[src/rtl/kernel_pkg.sv]
`default_nettype none
// ---------------------------------------------------------------------------
// Package  : kernel_pkg
// Purpose  : Shared definitions for the kernel-parameter path: default
//            element width/count, the streamer FSM encoding, and the
//            numeric "one" constants used by loader and bench to agree
//            on unit-valued kernels.
// Ports    : none (package)
// Revision : 1.0  initial release
// ---------------------------------------------------------------------------
package kernel_pkg;

  localparam int KER_WIDTH = 8;
  localparam int KER_SIZE  = 3;

  typedef enum logic [1:0] {
    ST_IDLE   = 2'd0,
    ST_READY  = 2'd1,
    ST_STREAM = 2'd2
  } state_t;

  localparam logic [31:0] FP_ONE  = 32'h3f800000;
  localparam logic [31:0] INT_ONE = 32'd1;

endpackage
`default_nettype wire

[src/rtl/kernel_param_streamer_if.sv]
`default_nettype none
// ---------------------------------------------------------------------------
// Interface : kernel_param_streamer_if
// Purpose   : Weight stream from the kernel streamer to the MAC array.
// Signals   : w_data  - current weight
//             w_valid - w_data valid
//             w_ready - MAC accepts the weight
//             w_last  - last element of a pass
//             w_idx   - element index within the pass (0 = first emitted)
// Modports  : master (streamer side), slave (MAC side)
// Revision  : 1.0  initial release
// ---------------------------------------------------------------------------
interface kernel_param_streamer_if #(
  parameter int WIDTH = 8,
  parameter int IDX_W = 2
) ();

  logic [WIDTH-1:0] w_data;
  logic             w_valid;
  logic             w_ready;
  logic             w_last;
  logic [IDX_W-1:0] w_idx;

  modport master (
    output w_data, w_valid, w_last, w_idx,
    input  w_ready
  );

  modport slave (
    input  w_data, w_valid, w_last, w_idx,
    output w_ready
  );

endinterface
`default_nettype wire

[src/rtl/kernel_param_streamer.sv]
`default_nettype none
// ---------------------------------------------------------------------------
// Module   : kernel_param_streamer
// Purpose  : Consumer end of the kernel-parameter loader. Captures the packed
//            kernel on the rising edge of the loader's done level, then on
//            each start replays it PASSES times to the conv MAC datapath,
//            one weight per valid/ready beat, MS slot first.
// Ports    : clk, rst      - clock, synchronous active-high reset
//            ker_map       - packed kernel, element k = ker_map[WIDTH*k +: WIDTH]
//            ker_done      - loader done level (rising edge = vector valid)
//            start         - 1-cycle pulse, stream the held kernel
//            flush         - drop held kernel, abort any stream
//            w             - weight stream (master modport)
//            loaded        - kernel held in shadow register
//            stream_done   - 1-cycle pulse after final beat of final pass
//            overrun       - sticky, ker_done rose while streaming
// Revision : 1.0  initial release
// ---------------------------------------------------------------------------
module kernel_param_streamer
  import kernel_pkg::*;
#(
  parameter int WIDTH  = KER_WIDTH,
  parameter int SIZE   = KER_SIZE,
  parameter int PASSES = 1
) (
  input  logic                    clk,
  input  logic                    rst,
  input  logic [WIDTH*SIZE-1:0]   ker_map,
  input  logic                    ker_done,
  input  logic                    start,
  input  logic                    flush,
  kernel_param_streamer_if.master w,
  output logic                    loaded,
  output logic                    stream_done,
  output logic                    overrun
);

  localparam int IDX_W  = (SIZE > 1)         ? $clog2(SIZE)         : 1;
  localparam int PASS_W = (PASSES > 1)       ? $clog2(PASSES)       : 1;
  localparam int SEL_W  = (WIDTH * SIZE > 1) ? $clog2(WIDTH * SIZE) : 1;

  localparam logic [IDX_W-1:0]  IDX_LAST  = IDX_W'(SIZE - 1);
  localparam logic [PASS_W-1:0] PASS_LAST = PASS_W'(PASSES - 1);

  state_t                  state, state_n;
  logic [IDX_W-1:0]        idx, idx_n;
  logic [PASS_W-1:0]       pass, pass_n;
  logic [WIDTH*SIZE-1:0]   shadow, shadow_n;
  logic                    loaded_n;
  logic                    overrun_n;
  logic                    stream_done_n;
  logic                    done_d;
  logic                    done_rise;
  logic                    valid;

  logic [IDX_W-1:0]        elem;
  logic [SEL_W-1:0]        base;
  logic [WIDTH-1:0]        elem_data;

  assign done_rise = ker_done & ~done_d;

  // Emission order is MS slot first, so beat idx maps to element SIZE-1-idx.
  assign elem      = IDX_LAST - idx;
  assign base      = SEL_W'(elem) * SEL_W'(WIDTH);
  assign elem_data = shadow[base +: WIDTH];

  // ---------------------------------------------------------------------
  // State and datapath registers
  // ---------------------------------------------------------------------
  always_ff @(posedge clk) begin
    if (rst) begin
      state       <= ST_IDLE;
      idx         <= '0;
      pass        <= '0;
      shadow      <= '0;
      loaded      <= 1'b0;
      overrun     <= 1'b0;
      stream_done <= 1'b0;
      done_d      <= 1'b0;
    end else begin
      state       <= state_n;
      idx         <= idx_n;
      pass        <= pass_n;
      shadow      <= shadow_n;
      loaded      <= loaded_n;
      overrun     <= overrun_n;
      stream_done <= stream_done_n;
      done_d      <= ker_done;
    end
  end

  // ---------------------------------------------------------------------
  // Next-state and outputs
  // ---------------------------------------------------------------------
  always_comb begin
    state_n       = state;
    idx_n         = idx;
    pass_n        = pass;
    shadow_n      = shadow;
    loaded_n      = loaded;
    overrun_n     = overrun;
    stream_done_n = 1'b0;
    valid         = (state == ST_STREAM);

    if (flush) begin
      state_n   = ST_IDLE;
      idx_n     = '0;
      pass_n    = '0;
      shadow_n  = '0;
      loaded_n  = 1'b0;
      overrun_n = 1'b0;
    end else begin
      case (state)
        ST_IDLE: begin
          if (done_rise) begin
            shadow_n = ker_map;
            loaded_n = 1'b1;
            state_n  = ST_READY;
          end
        end

        ST_READY: begin
          // A fresh kernel wins over a coincident start.
          if (done_rise) begin
            shadow_n = ker_map;
          end else if (start) begin
            idx_n   = '0;
            pass_n  = '0;
            state_n = ST_STREAM;
          end
        end

        ST_STREAM: begin
          // The shadow is frozen while streaming; a new kernel is only flagged.
          if (done_rise) begin
            overrun_n = 1'b1;
          end
          if (w.w_ready) begin
            if (idx == IDX_LAST) begin
              idx_n = '0;
              if (pass == PASS_LAST) begin
                pass_n        = '0;
                state_n       = ST_READY;
                stream_done_n = 1'b1;
              end else begin
                pass_n = pass + 1'b1;
              end
            end else begin
              idx_n = idx + 1'b1;
            end
          end
        end

        default: begin
          state_n = ST_IDLE;
        end
      endcase
    end
  end

  assign w.w_valid = valid;
  assign w.w_data  = valid ? elem_data : '0;
  assign w.w_last  = valid & (idx == IDX_LAST);
  assign w.w_idx   = idx;

endmodule
`default_nettype wire

[src/flat_wrapper.sv]
// flat-port wrapper written by rule: the top's interface ports become plain ports
module kernel_param_streamer_flat import kernel_pkg::*;
#(
  parameter int WIDTH  = KER_WIDTH,
  parameter int SIZE   = KER_SIZE,
  parameter int PASSES = 1
)
  (clk, rst, ker_map, ker_done, start, flush, loaded, stream_done, overrun, w_w_data, w_w_valid, w_w_last, w_w_idx, w_w_ready);
  kernel_param_streamer_if #(.WIDTH(WIDTH), .IDX_W((2))) w_i ();
  input  logic clk;
  input  logic rst;
  input  logic [WIDTH*SIZE-1:0] ker_map;
  input  logic ker_done;
  input  logic start;
  input  logic flush;
  output logic loaded;
  output logic stream_done;
  output logic overrun;
  output wire logic [$bits(w_i.w_data)-1:0] w_w_data;
  output wire logic [$bits(w_i.w_valid)-1:0] w_w_valid;
  output wire logic [$bits(w_i.w_last)-1:0] w_w_last;
  output wire logic [$bits(w_i.w_idx)-1:0] w_w_idx;
  input wire logic [$bits(w_i.w_ready)-1:0] w_w_ready;
  assign w_w_data = w_i.w_data;
  assign w_w_valid = w_i.w_valid;
  assign w_w_last = w_i.w_last;
  assign w_w_idx = w_i.w_idx;
  assign w_i.w_ready = w_w_ready;
  kernel_param_streamer #(.WIDTH(WIDTH), .SIZE(SIZE), .PASSES(PASSES)) u_core (.clk(clk), .rst(rst), .ker_map(ker_map), .ker_done(ker_done), .start(start), .flush(flush), .w(w_i), .loaded(loaded), .stream_done(stream_done), .overrun(overrun));
endmodule
[config.mk]
export PLATFORM = sky130hd
export DESIGN_NAME = kernel_param_streamer_flat
export DESIGN_NICKNAME = d
export VERILOG_FILES = /design/src/rtl/kernel_pkg.sv /design/src/rtl/kernel_param_streamer_if.sv /design/src/rtl/kernel_param_streamer.sv /design/src/flat_wrapper.sv
export SDC_FILE = /design/constraint.sdc
export NUM_CORES = 1
export LEC_CHECK = 0
export CORE_ASPECT_RATIO = 2
export CORE_MARGIN = 1
export CORE_UTILIZATION = 41
export CTS_CLUSTER_DIAMETER = 30
export DETAILED_ROUTE_END_ITERATION = 12
export GPL_TIMING_DRIVEN = 1
export PLACE_DENSITY = 0.86
export SLEW_MARGIN = 20
export SYNTH_ARGS = -nofsm -noshare
export SYNTH_HDL_FRONTEND = slang
export SYNTH_SLANG_ARGS = --single-unit
export TNS_END_PERCENT = 30
[constraint.sdc]
create_clock -name clk -period 1.95 [get_ports clk]
set_input_delay 0.2925 -clock clk [delete_from_list [all_inputs] [get_ports clk]]
set_output_delay 0.2925 -clock clk [all_outputs]
set_load 0.01 [all_outputs]
==> Yosys cells after proc, flatten, opt, wreduce, memory -nomap -nowiden <==
Index checks and enable logic that the tools add are counted.
{ "op_classes": {"add_sub_neg": 3, "eq_ne": 9, "shift": 1, "mux": 20, "n_bitwise": 6, "reduce_logical": 11} }
{ "ops": {"columns": ["op", "count"], "rows": [
  ["$shiftx A24 B6 Y8", 1],
  ["$mux W2", 10],
  ["$ne A2 B2 Y1 const B", 5],
  ["$mux W8", 1],
  ["$mux W1", 6],
  ["$pmux W2 S3", 1],
  ["$reduce_and A2 Y1", 3],
  ["$reduce_and A6 Y1", 1],
  ["$reduce_and A5 Y1", 1],
  ["$reduce_or A5 Y1", 1],
  ["$eq A2 B2 Y1 const B", 2],
  ["$not A1 Y1", 4],
  ["$pmux W2 S2", 1],
  ["$reduce_and A4 Y1", 1],
  ["$reduce_or A2 Y1", 2],
  ["$add A2 B1 Y2 const B", 1],
  ["$and A1 B1 Y1", 2],
  ["$eq A2 B1 Y1 const B", 1],
  ["$logic_not A2 Y1", 1],
  ["$ne A2 B1 Y1 const B", 1],
  ["$pmux W1 S2", 1],
  ["$reduce_bool A2 Y1", 1],
  ["$sub A2 B2 Y2 const A", 1],
  ["$add A1 B1 Y1 const B", 1]
]} }
{ "totals": {"reg_bits": 33, "output_inout_bits": 15, "word_cells": 58} }

==> Depth between registers and ports, before layout <==
{ "logic_depth": {"word_depth": 5, "depth_mapped": 8} }

==> Least setup slack after synthesis <==
No wires, ideal clock.
{ "synth_path": {"kind": "reg2out", "startpoint": "register u_core.idx[0] (netlist: u_core.w.w_idx[0])", "endpoint": "output w_w_data[2]", "arrival_ns": 1.910, "slack_ns": -0.252, "path_stages_with_launch": 9, "cell_sequence": "dfxtp_1 buf_2 clkinv_1 ha_1 buf_2 buf_4 mux2_2 nand2_1 a21oi_1"} }
{ "synth_via": {"elab_chain_cells": 3} }
{ "synth_rtl": {"columns": ["item", "line_no", "source"], "rows": [
  ["start: declaration", "kernel_param_streamer.sv:46", "logic [IDX_W-1:0] idx, idx_n;"],
  ["start signal: assignment", "kernel_param_streamer.sv:82", "idx <= idx_n;"],
  ["$sub A2 B2 Y2", "kernel_param_streamer.sv:63", "assign elem = IDX_LAST - idx;"],
  ["$shiftx A24 B6 Y8", "kernel_param_streamer.sv:65", "assign elem_data = shadow[base +: WIDTH];"],
  ["$mux W8", "kernel_param_streamer.sv:162", "assign w.w_data = valid ? elem_data : '0;"],
  ["end: declaration", "flat_wrapper.sv:19", "output wire logic [$bits(w_i.w_data)-1:0] w_w_data;"]
]} }
Every way passes these cells.

==> Worst setup path in the final report <==
{ "layout_path": {"startpoint": "register u_core.idx[0] (netlist: u_core.w.w_idx[0])", "endpoint": "output w_w_data[7]"} }
Same word-level chain as after synthesis.

==> summary.txt <==
Timing
  – Endpoints failing hold: 0
  – RSZ-0062 raised after global routing: true
  – Tmin final: slightly below 2 ns
  – Least-Margin Pin Slew: 0.4846 ns
  – Slew headroom: 67.69%
  – Slew Viols, Final: 0
  – Fin crit share: 100.9%
  – Final setup fails: 4
  – Final WS setup: -0.01763 ns
  – Fmax: 508.2 MHz
  – Setup Skew: 0.004899 ns

Critical path
  – R2R Path End: u_core.shadow[9]
  – CP Max Fanout: 5
  – CP Launch Type: flip-flop
  – Nature of the critical path endpoint: output port
  – FF-to-FF Start: u_core.state[1]
  – Worst EP required: 1.66 ns
  – Setup CP Type: reg2out
  – Worst setup path startpoint: u_core.w.w_idx[0]
  – Register-to-register setup slack: 0.55 ns
  – Worst Setup EP: w_w_data[7]
  – Worst r2r path cells: 5
  – WP data arrival: 1.68 ns

Global routing
  – GRT Total Usage: 21.69%
  – Number of global-route vias before repair: 1394
  – Initial antenna violation count: 0
  – Largest net degree at the start of global routing: 27
  – Gr ovfl total: 0
  – First-pass GRT wire length: 6196 µm

Synth
  – Area fraction of the dominant cell type after synthesis: 44.25%
  – Fraction of the mapped netlist area in adder cells: under 10%
  – Async set or reset register ratio after synthesis: 0%
  – Synth Area in XOR/XNOR: 0%
  – Syn_nets: 216
  – #FFs+latches synth: 32
  – Top cells by count, synth: 60 x nand2_1, 33 x a21oi_1, 32 x dfxtp_1
  – Post-synthesis mux area share: 6.223%
  – Number of synthesized flops with an enable pin: 0
  – Mean Syn Cell Area: 7.911 µm²
  – Synth Area in Compound Gates: 14.69%
  – Main combinational cell family by area after synthesis: simple AND/OR/NAND/NOR gates
  – Register area share after synthesis: between 40% and 50%
  – Synth unique cells: 28
  – Mapped Area: ~0.0014 mm²
  – Post-Syn Instances: around 180
  – Simple-Gate Fraction of Synth Area: 26.02%
  – Largest cells by area after synthesis: dfxtp_1 44%, nand2_1 16%, a21oi_1 11%
  – Top FF cell, synth: dfxtp_1
  – Count leader, synth: nand2_1
  – Post-synth top area cell: dfxtp_1
  – Yosys warns: 0

Cells and area
  – Synth-to-layout area growth: 47.71%
  – ANT cells: 0
  – Finished Layout Cells: 272
  – Layout cell share with drive strength beyond 1: 22.92%
  – Filler Cells Inserted: 299
  – Final net count: 272

Detailed routing
  – Wire per inst: approximately 14 µm
  – Vias per cell: 5.393
  – Drt total wl: 3865 µm
  – DR iter-0 viols: 52
  – Final ANT Viol Nets: 0
  – DRC: 0
  – Routed vias: 1467
  – Drt pass-1 iters: 6

Place
  – Port Buf Inserts: 44
  – Pre-CTS setup slack: -0.2525 ns
  – Placed insts: 259
  – Dpl hpwl: 2630 µm
  – GPL Wtd Cong: 0.7905

Die
  – Die W: 44.02 µm
  – Starting Density: 42.85%
  – CORE AREA: about 0.0034 mm²
  – Die Span Y: 86.03 µm
  – I/O pins: 45
  – Cell row count: 30
  – Die ar.: 0.003787 mm²

Clock network
  – Clk sinks: 32
  – Cts bufs inserted: 5
  – Clock Latency Late Sink: 0.28 ns
  – CTS H-tree depth: 2
  – Clock slew at reported path FFs: 0.07 ns
  – Root buffer cell: clkbuf_8
  – CTS tree: yes
  – Maximum clock path buffer count: 2
  – Cts hold-fix bufs: 0

Pwr
  – P per Cell Area: 680.6 mW/mm²
  – P_leak: around 0.82 nW
  – VDD IR max: 917.7 µV

Hold path
  – Hold Path Class: reg2reg

Job
  – Max-cap violations: 0

Run status
  – Status: finished, violations left
  – Failing checks: negative setup slack
power by group:
part | total (W) | switching, W | leakage (nW) | internal (W)
Clock | 0.000616 | 0.000237 | 0.0552 | 0.000379
Combinational | 0.000156 | 0.0000664 | 0.508 | 0.0000901
Sequential | 0.000683 | 0.0000116 | 0.261 | 0.000671
Total | 0.00146 | 0.000315 | 0.825 | 0.00114
cells by family after synthesis:
kind of cell,count (synthesis)
adder cells (fa/ha/maj),3
buffers and inverters,15
AND/OR/NAND/NOR,85
flip-flops,32
multiplexers,8
AO/OA/AOI/OAI,40
critical path, stage by stage (launching register included):
cell and delay [ns]:
dfxtp_2 0.36, clkinv_4 0.06, ha_4 0.27, buf_6 0.12, mux2_4 0.32, nand2_2 0.07, a21oi_2 0.06, buf_2 0.14
layout make-up:
type	count	area, µm²	area share [%]
multi-input combinational	136	784.5	36.69
sequential	32	643.1	30.08
timing repair buffer	61	546.8	25.57
clock buffer	6	72.57	3.394
tap	32	40.04	1.872
clock inverter	2	35.03	1.638
inverter	3	16.27	0.7607
layout by cell type (no fill, tap or decap):
| cell type | netlist | final |
|---|---|---|
| nand2_1 | 60 | 56 |
| clkdlybuf4s50_1 | 0 | 35 |
| a21oi_1 | 33 | 30 |
| dfxtp_1 | 32 | 30 |
| buf_4 | 1 | 14 |
| nand3_1 | 10 | 10 |
| mux2_4 | 0 | 8 |
| buf_2 | 6 | 8 |
| clkbuf_8 | 0 | 5 |
| nand2_2 | 0 | 4 |
| nor2_1 | 4 | 4 |
| a21oi_2 | 0 | 3 |
| o22ai_1 | 3 | 3 |
| o21a_1 | 2 | 2 |
| ha_1 | 3 | 2 |
| buf_6 | 3 | 2 |
| dfxtp_2 | 0 | 2 |
| inv_2 | 0 | 1 |
| clkinv_4 | 0 | 1 |
| or2b_4 | 0 | 1 |
| inv_1 | 2 | 1 |
| and2_1 | 1 | 1 |
| nor3b_4 | 1 | 1 |
| or3b_1 | 1 | 1 |
| or2_2 | 1 | 1 |
| nand2b_1 | 1 | 1 |
| and2b_1 | 1 | 1 |
| and3_1 | 1 | 1 |
| nand3b_1 | 1 | 1 |
| o21ai_0 | 1 | 1 |
| a32oi_1 | 1 | 1 |
| nor3_1 | 1 | 1 |
| nor2b_1 | 1 | 1 |
| ha_4 | 0 | 1 |
| bufinv_16 | 0 | 1 |
| clkbuf_1 | 2 | 1 |
| clkinv_2 | 0 | 1 |
| dlygate4sd2_1 | 0 | 1 |
| buf_12 | 0 | 1 |
worst min-delay path by stage:
| stage | start | to | slack, ns | depth (start not counted) |
|---|---|---|---|---|
| after floorplan | rst | u_core.done_d | 0.36 | 1 |
| after global placement | u_core.shadow[1] | u_core.shadow[1] | 0.44 | 2 |
| after detailed placement | u_core.shadow[12] | u_core.shadow[12] | 0.45 | 2 |
| after CTS | u_core.shadow[12] | u_core.shadow[12] | 0.46 | 2 |
| after global routing | u_core.shadow[11] | u_core.shadow[11] | 0.48 | 2 |
| final | u_core.shadow[10] | u_core.shadow[10] | 0.46 | 2 |
metal layers:
| layer | part of all wire [%] | global-route usage (%) | up-vias |
|---|---|---|---|
| met5 | 0 | 0 | - |
| met4 | 4.2 | 12.12 | 0 |
| met3 | 4.7 | 4.421 | 15 |
| met2 | 54 | 37.43 | 54 |
| met1 | 37 | 23.42 | 680 |
| li1 | - | - | 718 |
state kept, by name (all words and copies together) (netlist names):
name                flops
u_core.shadow          24
u_core.overrun          1
u_core.stream_done      1
u_core.loaded           1
u_core.done_d           1
u_core.state            2
u_core.w.w_idx          2
through the flow:
step / hold WS [ns] / total power (W) / area [µm²] / setup TNS [ns] / utilization, %
after floorplan: 0.3641 / 0.0007674 / 1460 / 0 / -
after global placement: 0.4411 / 0.0008454 / 1954 / -1.091 / 57.85
after detailed placement: 0.4467 / 0.0008470 / 1954 / -1.516 / 57.85
after CTS: 0.4552 / 0.001463 / 2105 / -0.02763 / 62.30
after global routing: 0.4761 / 0.001501 / 2138 / -0.4551 / 63.30
final: 0.4587 / 0.001455 / 2138 / -0.03906 / 63.30
timing repair:
item	CTS	global route
pin swaps	0	8
gates resized for setup	49	6
buffers inserted	3	2
setup endpoints to repair	10	8
Note: power is estimated with default switching activity, not from simulation.
